**config.mk**
```make
export PLATFORM = sky130hd
export DESIGN_NAME = calc_operand_sequencer
export DESIGN_NICKNAME = d
export VERILOG_FILES = /design/src/rtl/calc_operand_sequencer.sv
export SDC_FILE = /design/constraint.sdc
export NUM_CORES = 1
export LEC_CHECK = 0
export ABC_AREA = 1
export CORE_MARGIN = 2
export CORE_UTILIZATION = 30
export DETAILED_ROUTE_END_ITERATION = 10
export PLACE_DENSITY_LB_ADDON = 0.15
export SYNTH_ARGS = -nofsm -noshare
export SYNTH_HDL_FRONTEND = slang
export SYNTH_SLANG_ARGS = --single-unit
```
**constraint.sdc**
```tcl
create_clock -name clk -period 1.55 [get_ports clk]
set_clock_uncertainty 0.2 [all_clocks]
set_input_delay 0.2325 -clock clk [delete_from_list [all_inputs] [get_ports clk]]
set_output_delay 0.2325 -clock clk [all_outputs]
set_load 0.05 [all_outputs]
```
**src/rtl/calc_operand_sequencer.sv**
```systemverilog
// Front-end sequencer for a 4-bit signed calculator. It collects A, B and OP from shared
// switches on successive enter presses, issues them, and latches the R/ovf result.
module calc_operand_sequencer #(
    parameter int W   = 4,
    parameter int OPW = 3
) (
    input  logic           clk,
    input  logic           rst_n,
    input  logic [W-1:0]   sw,
    input  logic           enter,
    input  logic           clear,
    input  logic           chain,
    output logic [OPW-1:0] calc_op,
    output logic [W-1:0]   calc_a,
    output logic [W-1:0]   calc_b,
    input  logic [W-1:0]   calc_r,
    input  logic           calc_ovf,
    output logic [W-1:0]   result,
    output logic           result_ovf,
    output logic           result_valid,
    output logic           done,
    output logic [2:0]     state_o
);

    typedef enum logic [2:0] {
        S_IDLE   = 3'd0,
        S_GET_A  = 3'd1,
        S_GET_B  = 3'd2,
        S_GET_OP = 3'd3,
        S_ISSUE  = 3'd4,
        S_DONE   = 3'd5
    } state_t;

    state_t         r_state;
    state_t         w_next;
    logic           r_enter_q;
    logic           w_press;
    logic [OPW-1:0] r_calc_op;
    logic [W-1:0]   r_calc_a;
    logic [W-1:0]   r_calc_b;
    logic [W-1:0]   r_result;
    logic           r_result_ovf;
    logic           r_result_valid;
    logic           r_done;

    // A held button yields a single press: only the 0->1 transition counts.
    assign w_press = enter & ~r_enter_q;

    // NOTE: sequential state uses non-blocking assignments so every register samples
    // pre-edge values; blocking here would create order-dependent simulation races.
    always_ff @(posedge clk or negedge rst_n) begin
        if (!rst_n) begin
            r_state <= S_IDLE;
        end else begin
            r_state <= w_next;
        end
    end

    // NOTE: w_next gets its default before the case so no path leaves it unassigned,
    // which would otherwise infer a latch.
    always_comb begin
        w_next = r_state;
        if (clear) begin
            w_next = S_IDLE;
        end else begin
            case (r_state)
                S_IDLE:   if (w_press) w_next = S_GET_A;
                S_GET_A:  if (w_press) w_next = S_GET_B;
                S_GET_B:  if (w_press) w_next = S_GET_OP;
                S_GET_OP: if (w_press) w_next = S_ISSUE;
                S_ISSUE:  w_next = S_DONE;
                S_DONE:   if (w_press) w_next = chain ? S_GET_B : S_GET_A;
                default:  w_next = S_IDLE;
            endcase
        end
    end

    always_ff @(posedge clk or negedge rst_n) begin
        if (!rst_n) begin
            r_enter_q      <= 1'b0;
            r_calc_op      <= '0;
            r_calc_a       <= '0;
            r_calc_b       <= '0;
            r_result       <= '0;
            r_result_ovf   <= 1'b0;
            r_result_valid <= 1'b0;
            r_done         <= 1'b0;
        end else begin
            r_enter_q <= enter;
            r_done    <= 1'b0;
            // Clear aborts the sequence but keeps operands and the last result intact.
            if (clear) begin
                r_result_valid <= 1'b0;
            end else begin
                case (r_state)
                    S_IDLE: begin
                        if (w_press) r_result_valid <= 1'b0;
                    end
                    S_GET_A: begin
                        if (w_press) r_calc_a <= sw;
                    end
                    S_GET_B: begin
                        if (w_press) r_calc_b <= sw;
                    end
                    S_GET_OP: begin
                        if (w_press) r_calc_op <= sw[OPW-1:0];
                    end
                    S_ISSUE: begin
                        r_result       <= calc_r;
                        r_result_ovf   <= calc_ovf;
                        r_result_valid <= 1'b1;
                        r_done         <= 1'b1;
                    end
                    S_DONE: begin
                        if (w_press) begin
                            if (chain) r_calc_a       <= r_result;
                            else       r_result_valid <= 1'b0;
                        end
                    end
                    default: ;
                endcase
            end
        end
    end

    assign calc_op      = r_calc_op;
    assign calc_a       = r_calc_a;
    assign calc_b       = r_calc_b;
    assign result       = r_result;
    assign result_ovf   = r_result_ovf;
    assign result_valid = r_result_valid;
    assign done         = r_done;
    assign state_o      = r_state;

endmodule

```
# --- Yosys cells after proc, flatten, opt, wreduce, memory -nomap -nowiden ---
# Cells that the tools add are included.
word_totals:
  ff_bits: 22
  in_bits: 14
  output_inout_bits: 21
  wordCells: 54
op_classes:
  n_eq_ne: 14
  mux: 19
  bitwise: 3
  reduce_logical: 9
op_table:
  columns: ["operator", "count"]
  rows:
  - ["$mux 3", 6]
  - ["$ne 3x3->1 const B", 6]
  - ["$pmux 3 s6", 1]
  - ["$mux 4", 3]
  - ["$reduce_and 5->1", 2]
  - ["$pmux 4 s2", 1]
  - ["$eq 3x2->1 const B", 2]
  - ["$eq 3x3->1 const B", 2]
  - ["$mux 1", 6]
  - ["$ne 2x2->1 const B", 3]
  - ["$reduce_and 3->1", 2]
  - ["$reduce_and 4->1", 1]
  - ["$reduce_bool 4->1", 1]
  - ["$eq 3x1->1 const B", 1]
  - ["$logic_not 3->1", 1]
  - ["$pmux 1 s3", 1]
  - ["$mux 2", 1]
  - ["$not 1->1", 2]
  - ["$reduce_and 2->1", 1]
  - ["$reduce_bool 2->1", 1]
  - ["$and 1x1->1", 1]

# --- Longest topological paths before layout ---
depth:
  depth_word: 5
  ltp_mapped: 7

# --- Worst setup path after synthesis ---
# OpenSTA, ideal clock, no wires.
synth_path:
  path_kind: "reg-to-reg"
  from: "register r_state[0], in the netlist state_o[0]"
  to: "register r_result_valid, in the netlist result_valid"
  arrival_time_ns: 1.301
  t_required_ns: 1.230
  setup_slack_ns: -0.071
  stages_incl_launch_ff: 8
  period_less_slack_ns: 1.621
  path_cell_list: "dfrtp_1 > inv_2 > nor2_4 > nand3_4 > nand2_1 > nand2_1 > nand2_1 > nand2_1"
synth_via:
  elab_chain_cells: 3
  elab_cells_between_ends: 10
synth_rtl:
  columns: ["item", "line", "rtl"]
  rows:
  - ["start, declared", "34", "state_t r_state;"]
  - ["start signal, assigned", "55", "r_state <= w_next;"]
  - ["$eq 3x3->1 or $logic_not 3->1 (tied branches)", "95", "case (r_state)"]
  - ["$ne 3x3->1 (no line) (tied with other cells)", null, null]
  - ["$reduce_and 4->1 (no line) or $mux 1 (tied branches)", null, null]
  - ["end signal, assigned", "93", "r_result_valid <= 1'b0;"]
  - ["end signal, assigned", "97", "if (w_press) r_result_valid <= 1'b0;"]
  - ["end signal, assigned", "111", "r_result_valid <= 1'b1;"]
  - ["end, declared", "43", "logic r_result_valid;"]
# Several ways; a longest one is shown, not always the timed one.
# A chain may end at the register's enable or synchronous reset.

# --- Worst setup path after layout ---
layout_path:
  from: "register r_state[1], in the netlist state_o[1]"
  to: "output state_o[1]"
layout_rtl:
  columns: ["item", "line", "rtl"]
  rows:
  - ["end, declared", "22", "output logic [2:0] state_o"]
# No word-level cell between the ends.

==> run metrics <==
r2r setup slk=100 ps; Post-synth EDFFs=0; crit path capture=state_o[1]; routed wire length=2530 um; Worst EP required=1120 ps; drt wl/cell=11.4 um; pin count of the biggest net entering global routing=23; Top FF cell, synth=dfrtp_1; DR vias=992; critical-path maximum fanout=5; # IOs=35; most common cell in the netlist=nand2_1; CTS Sinks=22; vias in the first global route=979; port buffer count=34; crit path kind=reg2out; Max Cap Viol=0; Tot Pwr=2.84 mW; crit path cell chain=buf_4 -> buf_12; # setup viols final=0; synthesized area=1050 um^2; RSZ-0062 raised after global routing=no; Die X=63.2 um; Slew @ Worst Pin=298 ps; Reg2Reg Depth=6; antenna-violating nets left=0; GRT Overall Usage=0.138; diode count=0; register area share after synthesis=0.523; PD cells=1610 nW/um^2; Avg Cell Area, Syn=8.16 um^2; Hold Slack=55.1 ps; fmax=0.669 GHz; Die H=63.2 um; critical-path cell with the highest stage delay=dfrtp_2; first-pass GRT wire length=4350 um; Rows=21; period utilisation layout=0.965; drt pass-1 iters=4; clk buf depth=2; synth warn=0; fin nets=191; grt ovf=0; min-delay worst type=in2async; synth cell count leaders=63 x nand2_1, 22 x dfrtp_1, 11 x nand3_1; TritonCTS Buffers=3; Place WS=-186 ps; Worst Path Arrival=1060 ps; hold_buf cts=0; max incr delay on CP=470 ps; DRC=0; #FFs+latches synth=22; minimum clock period=1500 ps; layout cell share with drive strength beyond 1=0.290; normalized max-slew margin=0.801; Worst Setup SP=state_o[1]; initial drt markers=39; status=finished, final reports clean; die area=4000 um^2; CTS tree=built; Net Count, Synth=143; Final Hold Fails=0; Post-Syn Instances=129; final worst slack=54.9 ps; CTS H-tree lvls=1; LEAKAGE=0.867 nW; initial antenna violation count=0; Startpoint Class=flip-flop; Worst-Skew Late Latency=300 ps; Initial Util=0.313; Reg clk slew, reported paths=120 ps; top post-synthesis cells by area=dfrtp_1 52%, nand2_1 22%, nand3_1 5.2%, o21ai_1 3.3%, inv_1 2.5%; Worst VDD drop=0.792 mV; max-slew violation count=0; number of distinct library cells after synthesis=17; Layout area overhead=67.2%; detail-routed via count per cell=4.47; root buffer selected by CTS=clkbuf_4; CP endpoint kind=output pin; total core area=3360 um^2; Yosys top cell area share=0.523; Post-synth ARST share=1.00; hpwl dp=2000 um; Placer Congestion=0.884; worst r2r src=state_o[1]; Setup TNS=0 ps; worst flop-to-flop path endpoint=calc_a[2]; Synth area leader=dfrtp_1
[worst max-delay path: cells and delay by family, from the launching register on]
family | cells | cell delay [ps]
flip-flops | 1 | 470
buffers and inverters | 2 | 290
[worst min path at each step]
stage                            start      endpoint  slack [ps]  depth (start not counted)
after CTS                        rst_n    result_ovf          60                          2
after detailed placement  result_valid  result_valid         330                          2
final                            rst_n    result_ovf          60                          2
after global routing             rst_n    result_ovf          70                          2
after floorplan                  rst_n     calc_a[0]        -260                          0
after global placement       calc_b[3]     calc_b[3]         320                          2
[metrics by stage]
stage	instances	utilization	instance area (um^2)
5_1_grt	222	0.523	1760
3_5_place_dp	214	0.504	1700
2_1_floorplan	129	-	1060
3_3_place_gp	214	0.504	1700
4_1_cts	218	0.512	1720
6_report	222	0.523	1760
[sequential cells by signal, indices dropped and copies added (netlist names)]
| signal | count |
|---|---|
| calc_a | 4 |
| calc_b | 4 |
| calc_op | 3 |
| done | 1 |
| r_enter_q | 1 |
| result | 4 |
| result_ovf | 1 |
| result_valid | 1 |
| state_o | 3 |
[layout make-up]
class	count	area (um^2)
Multi-Input combinational cell	96	458
Fill cell	327	1600
Clock buffer	4	26.3
Tap cell	46	57.6
Sequential cell	22	554
Inverter	10	37.5
Timing Repair Buffer	44	626
[power by group]
| group | switching, mW | total, mW | internal [mW] |
|---|---|---|---|
| Clock | 0.171 | 0.272 | 0.100 |
| Combinational | 0.839 | 1.61 | 0.774 |
| Sequential | 0.213 | 0.952 | 0.739 |
| Total | 1.22 | 2.84 | 1.61 |
[repair_timing]
| action | CTS | global route |
|---|---|---|
| buffers inserted | 0 | 4 |
| gates resized for setup | 0 | 3 |
| hold endpoints to repair | 0 | 0 |
| endpoints found under the setup margin | 0 | 6 |
[metal layers]
| layer | track usage | vias up | part of all wire |
|---|---|---|---|
| met2 | 0.226 | 35 | 0.48 |
| li1 | - | 504 | - |
| met1 | 0.160 | 447 | 0.42 |
| met4 | 0.0897 | 0 | 0.026 |
| met3 | 0.0357 | 6 | 0.073 |
| met5 | 0 | - | 0 |
[cells by family after synthesis]
| group | count (synthesis) | synth area share |
|---|---|---|
| AO/OA/AOI/OAI | 9 | 0.0428 |
| buffers and inverters | 11 | 0.0488 |
| AND/OR/NAND/NOR | 87 | 0.385 |
| flip-flops | 22 | 0.523 |
[cell usage in the layout, fill, tap and decap left out, drive strengths merged]
cell type and count:
nand3 13, clkbuf 4, nand2 65, o21ai 7
dfrtp 22, nor3 3, a21oi 2, buf 31
clkdlybuf4s50 13, nor2 6, inv 10
Power figures use the tool's default switching activity.
